==> config.mk <==
export PLATFORM = sky130hd
export DESIGN_NAME = vending_machine_param
export DESIGN_NICKNAME = d
export VERILOG_FILES = /design/src/rtl/vending_machine_param.sv
export SDC_FILE = /design/constraint.sdc
export NUM_CORES = 1
export LEC_CHECK = 0
export ABC_CLOCK_PERIOD_IN_PS = 3700
export BUFFER_PORTS_ARGS = -buffer_cell sky130_fd_sc_hd__buf_2
export CORE_MARGIN = 2
export CORE_UTILIZATION = 40
export CTS_CLUSTER_SIZE = 20
export DETAILED_ROUTE_END_ITERATION = 16
export GPL_ROUTABILITY_DRIVEN = 0
export SLEW_MARGIN = 0
export SYNTH_ARGS = -nofsm -noshare
export SYNTH_HDL_FRONTEND = slang
export SYNTH_SLANG_ARGS = --single-unit
==> constraint.sdc <==
create_clock -name CLK -period 3.7 [get_ports CLK]
set_clock_uncertainty 0.05 [all_clocks]
set_input_delay 0.555 -clock CLK [delete_from_list [all_inputs] [get_ports CLK]]
set_output_delay 0.555 -clock CLK [all_outputs]
set_load 0.1 [all_outputs]
==> src/rtl/vending_machine_param.sv <==
// -----------------------------------------------------------------------------
// vending_machine_param
// Snack vending controller for a NUM_ROWS x NUM_COLS slot array. Each slot
// keeps its own stock count and each row has its own price. It sequences the
// card / two-key / payment handshake, times out idle key entry and payment,
// and reports sold-out separately from invalid item codes.
//
// State  | meaning
// -------+-----------------------------------------------------------
// IDLE   | waiting for CARD_IN; RELOAD restocks every slot here
// KEY1   | waiting for the row key (timed)
// KEY2   | waiting for the column key (timed)
// CHECK  | one cycle: validate code, then check stock
// PAY    | price shown on COST, waiting for VALID_TRAN (timed)
// DO_VEND| VEND pulse, selected slot decrements
// INVALID| INVALID_SEL pulse
// SOLDOUT| SOLD_OUT pulse
// FAIL   | FAILED_TRAN pulse (payment timed out)
// TOUT   | TIMEOUT pulse (key entry timed out)
//
// Ports
//   CLK          in   clock, rising edge
//   RESET_N      in   asynchronous active-low reset
//   RELOAD       in   restock all slots (IDLE only, beats CARD_IN)
//   CARD_IN      in   start a transaction (IDLE only)
//   ITEM_CODE    in   key value, sampled with KEY_PRESS
//   KEY_PRESS    in   single-cycle key strobe
//   VALID_TRAN   in   payment approved
//   VEND         out  one-cycle vend pulse
//   INVALID_SEL  out  one-cycle pulse, code out of range
//   SOLD_OUT     out  one-cycle pulse, selected slot empty
//   FAILED_TRAN  out  one-cycle pulse, payment timed out
//   TIMEOUT      out  one-cycle pulse, key entry timed out
//   COST         out  price of the selected row while in PAY, else 0
//   VEND_ROW/COL out  latched selection, nonzero only while VEND=1
//   BUSY         out  high in every state except IDLE
// -----------------------------------------------------------------------------
module vending_machine_param #(
  parameter int NUM_ROWS     = 2,
  parameter int NUM_COLS     = 5,
  parameter int CODE_W       = 3,
  parameter int STOCK_W      = 4,
  parameter int RELOAD_COUNT = 10,
  parameter int COST_W       = 3,
  parameter logic [NUM_ROWS*COST_W-1:0] ROW_COST = {3'd5, 3'd2},
  parameter int KEY_TIMEOUT  = 5,
  parameter int PAY_TIMEOUT  = 5
) (
  input  logic              CLK,
  input  logic              RESET_N,
  input  logic              RELOAD,
  input  logic              CARD_IN,
  input  logic [CODE_W-1:0] ITEM_CODE,
  input  logic              KEY_PRESS,
  input  logic              VALID_TRAN,
  output logic              VEND,
  output logic              INVALID_SEL,
  output logic              SOLD_OUT,
  output logic              FAILED_TRAN,
  output logic              TIMEOUT,
  output logic [COST_W-1:0] COST,
  output logic [CODE_W-1:0] VEND_ROW,
  output logic [CODE_W-1:0] VEND_COL,
  output logic              BUSY
);

  localparam int NSLOT   = NUM_ROWS * NUM_COLS;
  localparam int TMR_MAX = (KEY_TIMEOUT > PAY_TIMEOUT) ? KEY_TIMEOUT : PAY_TIMEOUT;
  localparam int TMR_W   = (TMR_MAX > 1) ? $clog2(TMR_MAX) : 1;
  localparam logic [TMR_W-1:0] KEY_LAST = TMR_W'(KEY_TIMEOUT - 1);
  localparam logic [TMR_W-1:0] PAY_LAST = TMR_W'(PAY_TIMEOUT - 1);

  typedef enum logic [3:0] {
    S_IDLE, S_KEY1, S_KEY2, S_CHECK, S_PAY,
    S_DO_VEND, S_INVALID, S_SOLDOUT, S_FAIL, S_TOUT
  } state_t;

  state_t                     state_q, state_d;
  logic [CODE_W-1:0]          row_q, row_d;
  logic [CODE_W-1:0]          col_q, col_d;
  logic [TMR_W-1:0]           tmr_q, tmr_d;
  // Slot i = (row-1)*NUM_COLS + col, packed flat so every slot is one field.
  logic [NSLOT*STOCK_W-1:0]   stock_q, stock_d;

  logic                       code_valid;
  int                         sel_idx;
  logic [STOCK_W-1:0]         sel_stock;
  logic [COST_W-1:0]          cost_sel;

  always_comb begin
    code_valid = (row_q != '0) && (int'(row_q) <= NUM_ROWS) && (int'(col_q) < NUM_COLS);
    sel_idx    = (int'(row_q) - 1) * NUM_COLS + int'(col_q);
  end

  // Out-of-range indices match no slot and read as zero; CHECK rejects them
  // on code_valid before stock is ever consulted.
  always_comb begin
    sel_stock = '0;
    for (int i = 0; i < NSLOT; i++) begin
      if (i == sel_idx) sel_stock = stock_q[i*STOCK_W +: STOCK_W];
    end
  end

  always_comb begin
    cost_sel = '0;
    for (int r = 1; r <= NUM_ROWS; r++) begin
      if (int'(row_q) == r) cost_sel = ROW_COST[(r-1)*COST_W +: COST_W];
    end
  end

  always_comb begin
    state_d = state_q;
    row_d   = row_q;
    col_d   = col_q;
    tmr_d   = tmr_q;
    stock_d = stock_q;
    unique case (state_q)
      S_IDLE: begin
        if (RELOAD) begin
          for (int i = 0; i < NSLOT; i++) stock_d[i*STOCK_W +: STOCK_W] = STOCK_W'(RELOAD_COUNT);
        end else if (CARD_IN) begin
          state_d = S_KEY1;
          tmr_d   = '0;
        end
      end
      S_KEY1: begin
        if (KEY_PRESS) begin
          row_d   = ITEM_CODE;
          state_d = S_KEY2;
          tmr_d   = '0;
        end else if (tmr_q == KEY_LAST) begin
          state_d = S_TOUT;
        end else begin
          tmr_d = tmr_q + TMR_W'(1);
        end
      end
      S_KEY2: begin
        if (KEY_PRESS) begin
          col_d   = ITEM_CODE;
          state_d = S_CHECK;
          tmr_d   = '0;
        end else if (tmr_q == KEY_LAST) begin
          state_d = S_TOUT;
        end else begin
          tmr_d = tmr_q + TMR_W'(1);
        end
      end
      S_CHECK: begin
        if (!code_valid) begin
          state_d = S_INVALID;
        end else if (sel_stock == '0) begin
          state_d = S_SOLDOUT;
        end else begin
          state_d = S_PAY;
          tmr_d   = '0;
        end
      end
      S_PAY: begin
        if (VALID_TRAN) begin
          state_d = S_DO_VEND;
        end else if (tmr_q == PAY_LAST) begin
          state_d = S_FAIL;
        end else begin
          tmr_d = tmr_q + TMR_W'(1);
        end
      end
      S_DO_VEND: begin
        // Only a slot that passed the nonzero check in CHECK gets here.
        for (int i = 0; i < NSLOT; i++) begin
          if (i == sel_idx) stock_d[i*STOCK_W +: STOCK_W] = stock_q[i*STOCK_W +: STOCK_W] - STOCK_W'(1);
        end
        state_d = S_IDLE;
      end
      S_INVALID, S_SOLDOUT, S_FAIL, S_TOUT: state_d = S_IDLE;
      default: state_d = S_IDLE;
    endcase
  end

  always_ff @(posedge CLK or negedge RESET_N) begin
    if (!RESET_N) begin
      state_q <= S_IDLE;
      row_q   <= '0;
      col_q   <= '0;
      tmr_q   <= '0;
      stock_q <= '0;
    end else begin
      state_q <= state_d;
      row_q   <= row_d;
      col_q   <= col_d;
      tmr_q   <= tmr_d;
      stock_q <= stock_d;
    end
  end

  assign VEND        = (state_q == S_DO_VEND);
  assign INVALID_SEL = (state_q == S_INVALID);
  assign SOLD_OUT    = (state_q == S_SOLDOUT);
  assign FAILED_TRAN = (state_q == S_FAIL);
  assign TIMEOUT     = (state_q == S_TOUT);
  assign BUSY        = (state_q != S_IDLE);
  assign COST        = (state_q == S_PAY) ? cost_sel : '0;
  assign VEND_ROW    = VEND ? row_q : '0;
  assign VEND_COL    = VEND ? col_q : '0;

endmodule
==> results of run 1 <==
final timing paths:
kind	startpoint	endpoint	slack (ps)	depth (start not counted)
max	row_q[1]	tmr_q[0]	20	13
max reg2reg	row_q[1]	tmr_q[0]	20	13
min reg2reg	stock_q[20]	stock_q[20]	470	1
max in group asynchronous	RESET_N	stock_q[14]	2510	2
min	RESET_N	col_q[1]	340	1
min in group CLK	ITEM_CODE[0]	col_q[0]	450	2
flip-flops by register name, summed over array words and instances, names as in the netlist:
| register | cells |
|---|---|
| col_q | 3 |
| stock_q | 40 |
| row_q | 3 |
| state_q | 4 |
| tmr_q | 3 |
through the flow:
stage                     TNS, ps  setup WS, ps  cells  instance area, um^2  utilization (%)
final                           0          21.2    624                 4910             52.6
after global routing        -1320          -128    624                 4910             52.6
after CTS                   -44.2         -44.2    618                 4640             49.7
after detailed placement     -419         -85.7    607                 4440             47.6
after global placement      -31.4         -17.3    607                 4440             47.6
after floorplan                 0          7.26    431                 3930                -
final cells by class:
type	count	area, um^2
Timing Repair Buffer	76	539
Multi-Input combinational cell	313	2590
Inverter	45	171
Sequential cell	53	1330
Clock buffer	5	68.8
Fill cell	862	4420
Clock inverter	3	47.5
Tap cell	129	161
cells by family after synthesis:
family	Yosys count	synth area share, %
simple gates	163	21.4
mux	29	8.76
fa+ha+maj	31	10.4
xor+xnor	19	4.49
buf+inv	65	6.79
compound gates	71	13.9
flops	53	34.3
cells in the mapped netlist (2+ instances only):
library cell  number
dfrtp_1           53
nor2_1            45
inv_1             44
nand2_1           37
ha_1              29
mux2i_1           17
xnor2_1           16
nor3_1            15
a21oi_1           14
clkbuf_1          12
nand3_1           11
mux2_2             9
nor4_1             9
o21ai_0            9
o211ai_1           8
or3_1              8
a211oi_1           7
and3_1             7
nand2b_1           7
buf_2              6
a21o_1             4
a31oi_1            4
nand4_1            4
nor2b_1            4
mux4_2             3
o31ai_1            3
o32ai_1            3
a2bb2oi_1          2
fa_1               2
o21a_1             2
o311a_1            2
or2_1              2
or2_2              2
xor2_1             2
routing by layer:
layer	track usage [%]	vias up	share of wire, %
li1	-	1627	-
met2	32.3	65	48
met5	0	-	0
met1	25.3	1584	48
met4	4.41	0	0.96
met3	2.33	9	2.7
what timing repair did:
| action | in CTS | in global routing |
|---|---|---|
| gates resized for setup | 11 | 43 |
| pin swaps | 6 | 27 |
| buffers inserted | 3 | 6 |
| setup endpoints to repair | 11 | 44 |
==> impl_metrics.json, run 1 <==
{
  "status": "finished, final reports clean",
  "routed_wl_mm": 9.36,
  "fp.dieH_um": 102,
  "synth_edf_count": 0,
  "antenna_left": 0,
  "yosys_warnings": 0,
  "io_buffers": 23,
  "grt_usage_pct": 18.8,
  "worstPathRequired_ps": 3860,
  "initialDrtViolationCount": 122,
  "grt_first_pass_wirelength_mm": 15.6,
  "drc": 0,
  "finalSetupViolations": 0,
  "yosys.area.top_type_share_pct": 34.3,
  "netlist_top_cells_area": "dfrtp_1 (34%), ha_1 (9.4%), mux2i_1 (4.4%)",
  "fmax_mhz": 272,
  "drive_above_1_share_pct": 30.5,
  "grt_max_degree": 42,
  "root_buffer": "clkbuf_8",
  "worstPathMaxFanout": 4,
  "layout_common_cells": "dfrtp_1 (53), buf_4 (47), nor2_1 (43)",
  "period_needed_ps": 3680,
  "vias": 3285,
  "path_clk_slew_ps": 110,
  "cts_tree": "yes",
  "fp.dieW_um": 102,
  "cp_top_family": "simple AND/OR/NAND/NOR gates",
  "clk_path_buf_depth": 2,
  "synth_area_per_cell_um2": 8.98,
  "die-area_mm2": 0.0105,
  "synth_ff_type": "dfrtp_1",
  "grt_antenna_before_repair": 0,
  "seq_area_frac_synth_pct": 34.3,
  "slew_headroom_pct": 33.3,
  "diodes": 0,
  "syn_nets": 471,
  "cts_hold_buf": 0,
  "via_per_inst": 5.26,
  "h-tree-depth": 2,
  "cpPeakStageDelay_ps": 510,
  "fin_crit_sh_pct": 99.4,
  "clk_latency_ps": 310,
  "slowest_stage": "or4b_4",
  "whs_ps": 335,
  "grt-ovfl-total": 0,
  "cp-start-kind": "flip-flop",
  "holdCritPathClass": "input port to async pin",
  "synthCells": 431,
  "async_reset_ff_share_pct": 100,
  "cpMostUsedCell": "ha_4",
  "ios": 24,
  "num_rows": 35,
  "worst_ep_arrival_time_ps": 3840,
  "start_util_pct": 41.5,
  "hold_viol": 0,
  "crit_chain": "or3_4 > inv_4 > ha_4 > fa_1 > ha_4 > o21a_1 > nand3_1 > and3_4 > or4b_4 > o21bai_4 > a211oi_4 > o21ai_2 > a22o_1",
  "dr.pass1.iters": 4,
  "rsz0062_at_grt": "yes",
  "numCtsBuffers": 5,
  "syn_to_final_growth_pct": 26.8,
  "crit_type": "flip-flop to flip-flop",
  "max_slew.worst_pin.slew_ps": 1000,
  "synth_cell_types": 63,
  "finalMaxSlewViolations": 0,
  "drv_cap": 0,
  "endpoint_kind": "flip-flop",
  "wl_per_cell_um": 15.0,
  "clock-sinks": 53,
  "ys_ff_latch": 53,
  "final_common_cell": "dfrtp_1",
  "timing.critical_path.buf_inv": 1,
  "grt_pass1_vias": 3246,
  "netlist_area_mm2": 0.00387,
  "yosys.area.top_type": "dfrtp_1",
  "layout.nets": 534,
  "core_area_mm2": 0.00933,
  "hpwlAfterDp_mm": 6.69
}
Power of run 1 is not shown: default switching activity piles up to over one toggle a cycle in this logic, so the estimate is an artifact.
==> run 2: changes to the inputs <==
--- a/config.mk
+++ b/config.mk
@@ -5,6 +5,7 @@
 export SDC_FILE = /design/constraint.sdc
 export NUM_CORES = 1
 export LEC_CHECK = 0
+export ABC_AREA = 1
 export ABC_CLOCK_PERIOD_IN_PS = 3700
 export BUFFER_PORTS_ARGS = -buffer_cell sky130_fd_sc_hd__buf_2
 export CORE_MARGIN = 2
@@ -12,6 +13,7 @@
 export CTS_CLUSTER_SIZE = 20
 export DETAILED_ROUTE_END_ITERATION = 16
 export GPL_ROUTABILITY_DRIVEN = 0
+export RECOVER_POWER = 25
 export SLEW_MARGIN = 0
 export SYNTH_ARGS = -nofsm -noshare
 export SYNTH_HDL_FRONTEND = slang
==> run 2 against run 1 <==
The run now ends with max-capacitance violations, max-slew violations, negative setup slack left. Setup slack got worse by 96 ps. Synthesized cell count grew 20%. Core utilization is 0.74 points higher. Maximum frequency down 2.6%. Design area up 0.46%. Routed wire length rose by 9.4%. Cell count increased by 17%. Sequential cell count is the same.
==> impl_metrics.json, run 2 <==
{
  "status": "complete, but fails checks",
  "violations": "max-capacitance violations, max-slew violations, negative setup slack",
  "clock-sinks": 53,
  "hpwlAfterDp_mm": 7.41,
  "ys_ff_latch": 53,
  "start_util_pct": 41.3,
  "final_common_cell": "nand2_1",
  "synth_commonest_cells": "nand2_1 (93), inv_1 (82), nor2_1 (67), dfrtp_1 (53), nand3_1 (34)",
  "rsz0062_at_grt": "yes",
  "grt_first_pass_wirelength_mm": 17.5,
  "final_cells": 727,
  "synth_edf_count": 0,
  "cp-start-kind": "flip-flop",
  "grt_antenna_before_repair": 0,
  "hold_viol": 0,
  "rr_worst_depth": 25,
  "drive_above_1_share_pct": 26.9,
  "routed_wl_mm": 10.2,
  "worst_ep_arrival_time_ps": 3940,
  "worstPathRequired_ps": 3860,
  "ff_latch_area_mm2": 0.00133,
  "worstSetupStartpoint": "row_q[0]",
  "grt-ovfl-total": 0,
  "netlist_area_mm2": 0.00381,
  "finalMaxSlewViolations": 34,
  "initialDrtViolationCount": 147,
  "fillers": 889,
  "io_buffers": 23,
  "max_slew.worst_pin.slew_ps": 1900,
  "fin_util_pct": 53.3,
  "layout.nets": 637,
  "reg2reg_from": "row_q[0]",
  "netlist_top_cells_area": "dfrtp_1 (35%), ha_1 (9.5%), nand2_1 (9.2%)",
  "wl_per_cell_um": 14.1,
  "grt_max_degree": 34,
  "drv_cap": 1,
  "cts_hold_buf": 0,
  "period_needed_ps": 3780,
  "yosys.area.top_type": "dfrtp_1",
  "setup_ws_ps": -75.1,
  "ios": 24,
  "synth.most_common_cell": "nand2_1",
  "cts_tree": "yes",
  "path_clk_slew_ps": 100,
  "worstPathMaxFanout": 6,
  "h-tree-depth": 2,
  "fmax_mhz": 265,
  "vias": 3654,
  "cp-endpoint": "tmr_q[0]",
  "cpPeakStageDelay_ps": 450,
  "endpoint_kind": "flip-flop",
  "clk_path_buf_depth": 2,
  "synth_area_per_cell_um2": 7.39,
  "crit_type": "flip-flop to flip-flop",
  "yosys.area.top_type_share_pct": 34.8,
  "pre_cts_ws_ps": -260,
  "fp.dieW_um": 102,
  "fp.dieH_um": 102,
  "diodes": 0,
  "numCtsBuffers": 5,
  "multi_input_area_mm2": 0.00245,
  "drc": 0,
  "holdCritPathClass": "flip-flop to flip-flop",
  "top_register": "stock_q",
  "largest_reg_flops": 40,
  "root_buffer": "clkbuf_8",
  "fin_crit_sh_pct": 102,
  "reg.largest.list": "stock_q: 40 flops, state_q: 4 flops",
  "grt_pass1_vias": 3647,
  "ff2ff_setup_slack_ps": -80,
  "rr_endpoint": "tmr_q[0]",
  "cpMostUsedCell": "nand2_1",
  "num_rows": 35,
  "layout_common_cells": "nand2_1 (82), inv_1 (72), nor2_1 (59)",
  "seq_area_frac_synth_pct": 34.8,
  "dr.pass1.iters": 4,
  "yosys_warnings": 0,
  "synthCells": 516,
  "die-area_mm2": 0.0103,
  "synth_ff_type": "dfrtp_1",
  "placed_cells_incl_taps": 704,
  "synth_cell_types": 41,
  "grt_usage_pct": 21.3,
  "antenna_left": 0,
  "async_reset_ff_share_pct": 100,
  "core_area_mm2": 0.00924,
  "clk_latency_ps": 310,
  "slew_headroom_pct": -27.0,
  "syn_nets": 556,
  "fin_tns_setup_ps": -302,
  "slowest_stage": "fa_1",
  "syn_to_final_growth_pct": 29.2,
  "via_per_inst": 5.03,
  "finalSetupViolations": 6
}
## run 2: cell count changes after synthesis, sizes merged, moves of 8 or more
| cell | previous run | this run |
|---|---|---|
| nand4 | 4 | 24 |
| o21ai | 11 | 26 |
| nand2 | 38 | 97 |
| xnor2 | 17 | 3 |
| nor4 | 11 | 2 |
| mux2 | 9 | 0 |
| clkbuf | 12 | 3 |
| inv | 45 | 87 |
| mux2i | 17 | 0 |
| nor2 | 45 | 71 |
| o211ai | 8 | 0 |
| nand3 | 11 | 37 |
| or3 | 9 | 0 |
## run 2: timing repair
item	in CTS	in global routing
setup buffers	9	5
pin swaps	24	22
resized for setup	38	33
gates cloned	1	0
setup endpoints to repair	27	24
## run 2: cell type report
cell class	instances	share of cell area [%]
tap	129	3.27
multi-input combinational	370	49.7
timing repair buffer	77	11.3
clock buffer	6	1.47
inverter	90	7.01
clock inverter	2	0.279
sequential	53	26.9
## run 2: stage by stage
stage               hold WS, ps  instance area [um^2]
floorplan                   209                  3840
global placement            417                  4410
detailed placement          429                  4410
CTS                         292                  4760
global route                476                  4930
finish                      446                  4930
## run 2: cells by family (layout without fill, tap and decap cells)
| family | count (synthesis) | count (layout) | synth area share, % |
|---|---|---|---|
| adder cells (fa/ha/maj) | 31 | 31 | 10.6 |
| AO/OA/AOI/OAI | 66 | 66 | 10.3 |
| XOR/XNOR | 10 | 10 | 2.30 |
| flip-flops | 53 | 53 | 34.8 |
| AND/OR/NAND/NOR | 262 | 263 | 32.6 |
| buffers and inverters | 94 | 175 | 9.42 |
## run 2: routing by layer
metal  wire (um)  up-vias  global-route usage, %
met5           0        -                      0
met4         121        0                   5.82
met3         251       10                   2.55
met2        5000       52                   36.4
met1        4870     1731                   28.4
li1            -     1861                      -
## run 2: worst min-delay path by stage
| stage | from | end | slack, ps | cells after the start |
|---|---|---|---|---|
| floorplan | RESET_N | col_q[0] | 210 | 0 |
| global placement | stock_q[11] | stock_q[11] | 420 | 2 |
| detailed placement | stock_q[11] | stock_q[11] | 430 | 2 |
| CTS | RESET_N | col_q[2] | 290 | 1 |
| global route | ITEM_CODE[2] | col_q[2] | 480 | 3 |
| finish | stock_q[11] | stock_q[11] | 450 | 2 |
## run 2: worst max-delay path: cells and delay by family (launching register included)
family	cells	cell delay [ps]
flops	1	420
fa+ha+maj	3	900
simple gates	17	1730
buf+inv	4	400
xor+xnor	1	160
Power of run 2 is left out for the same reason.
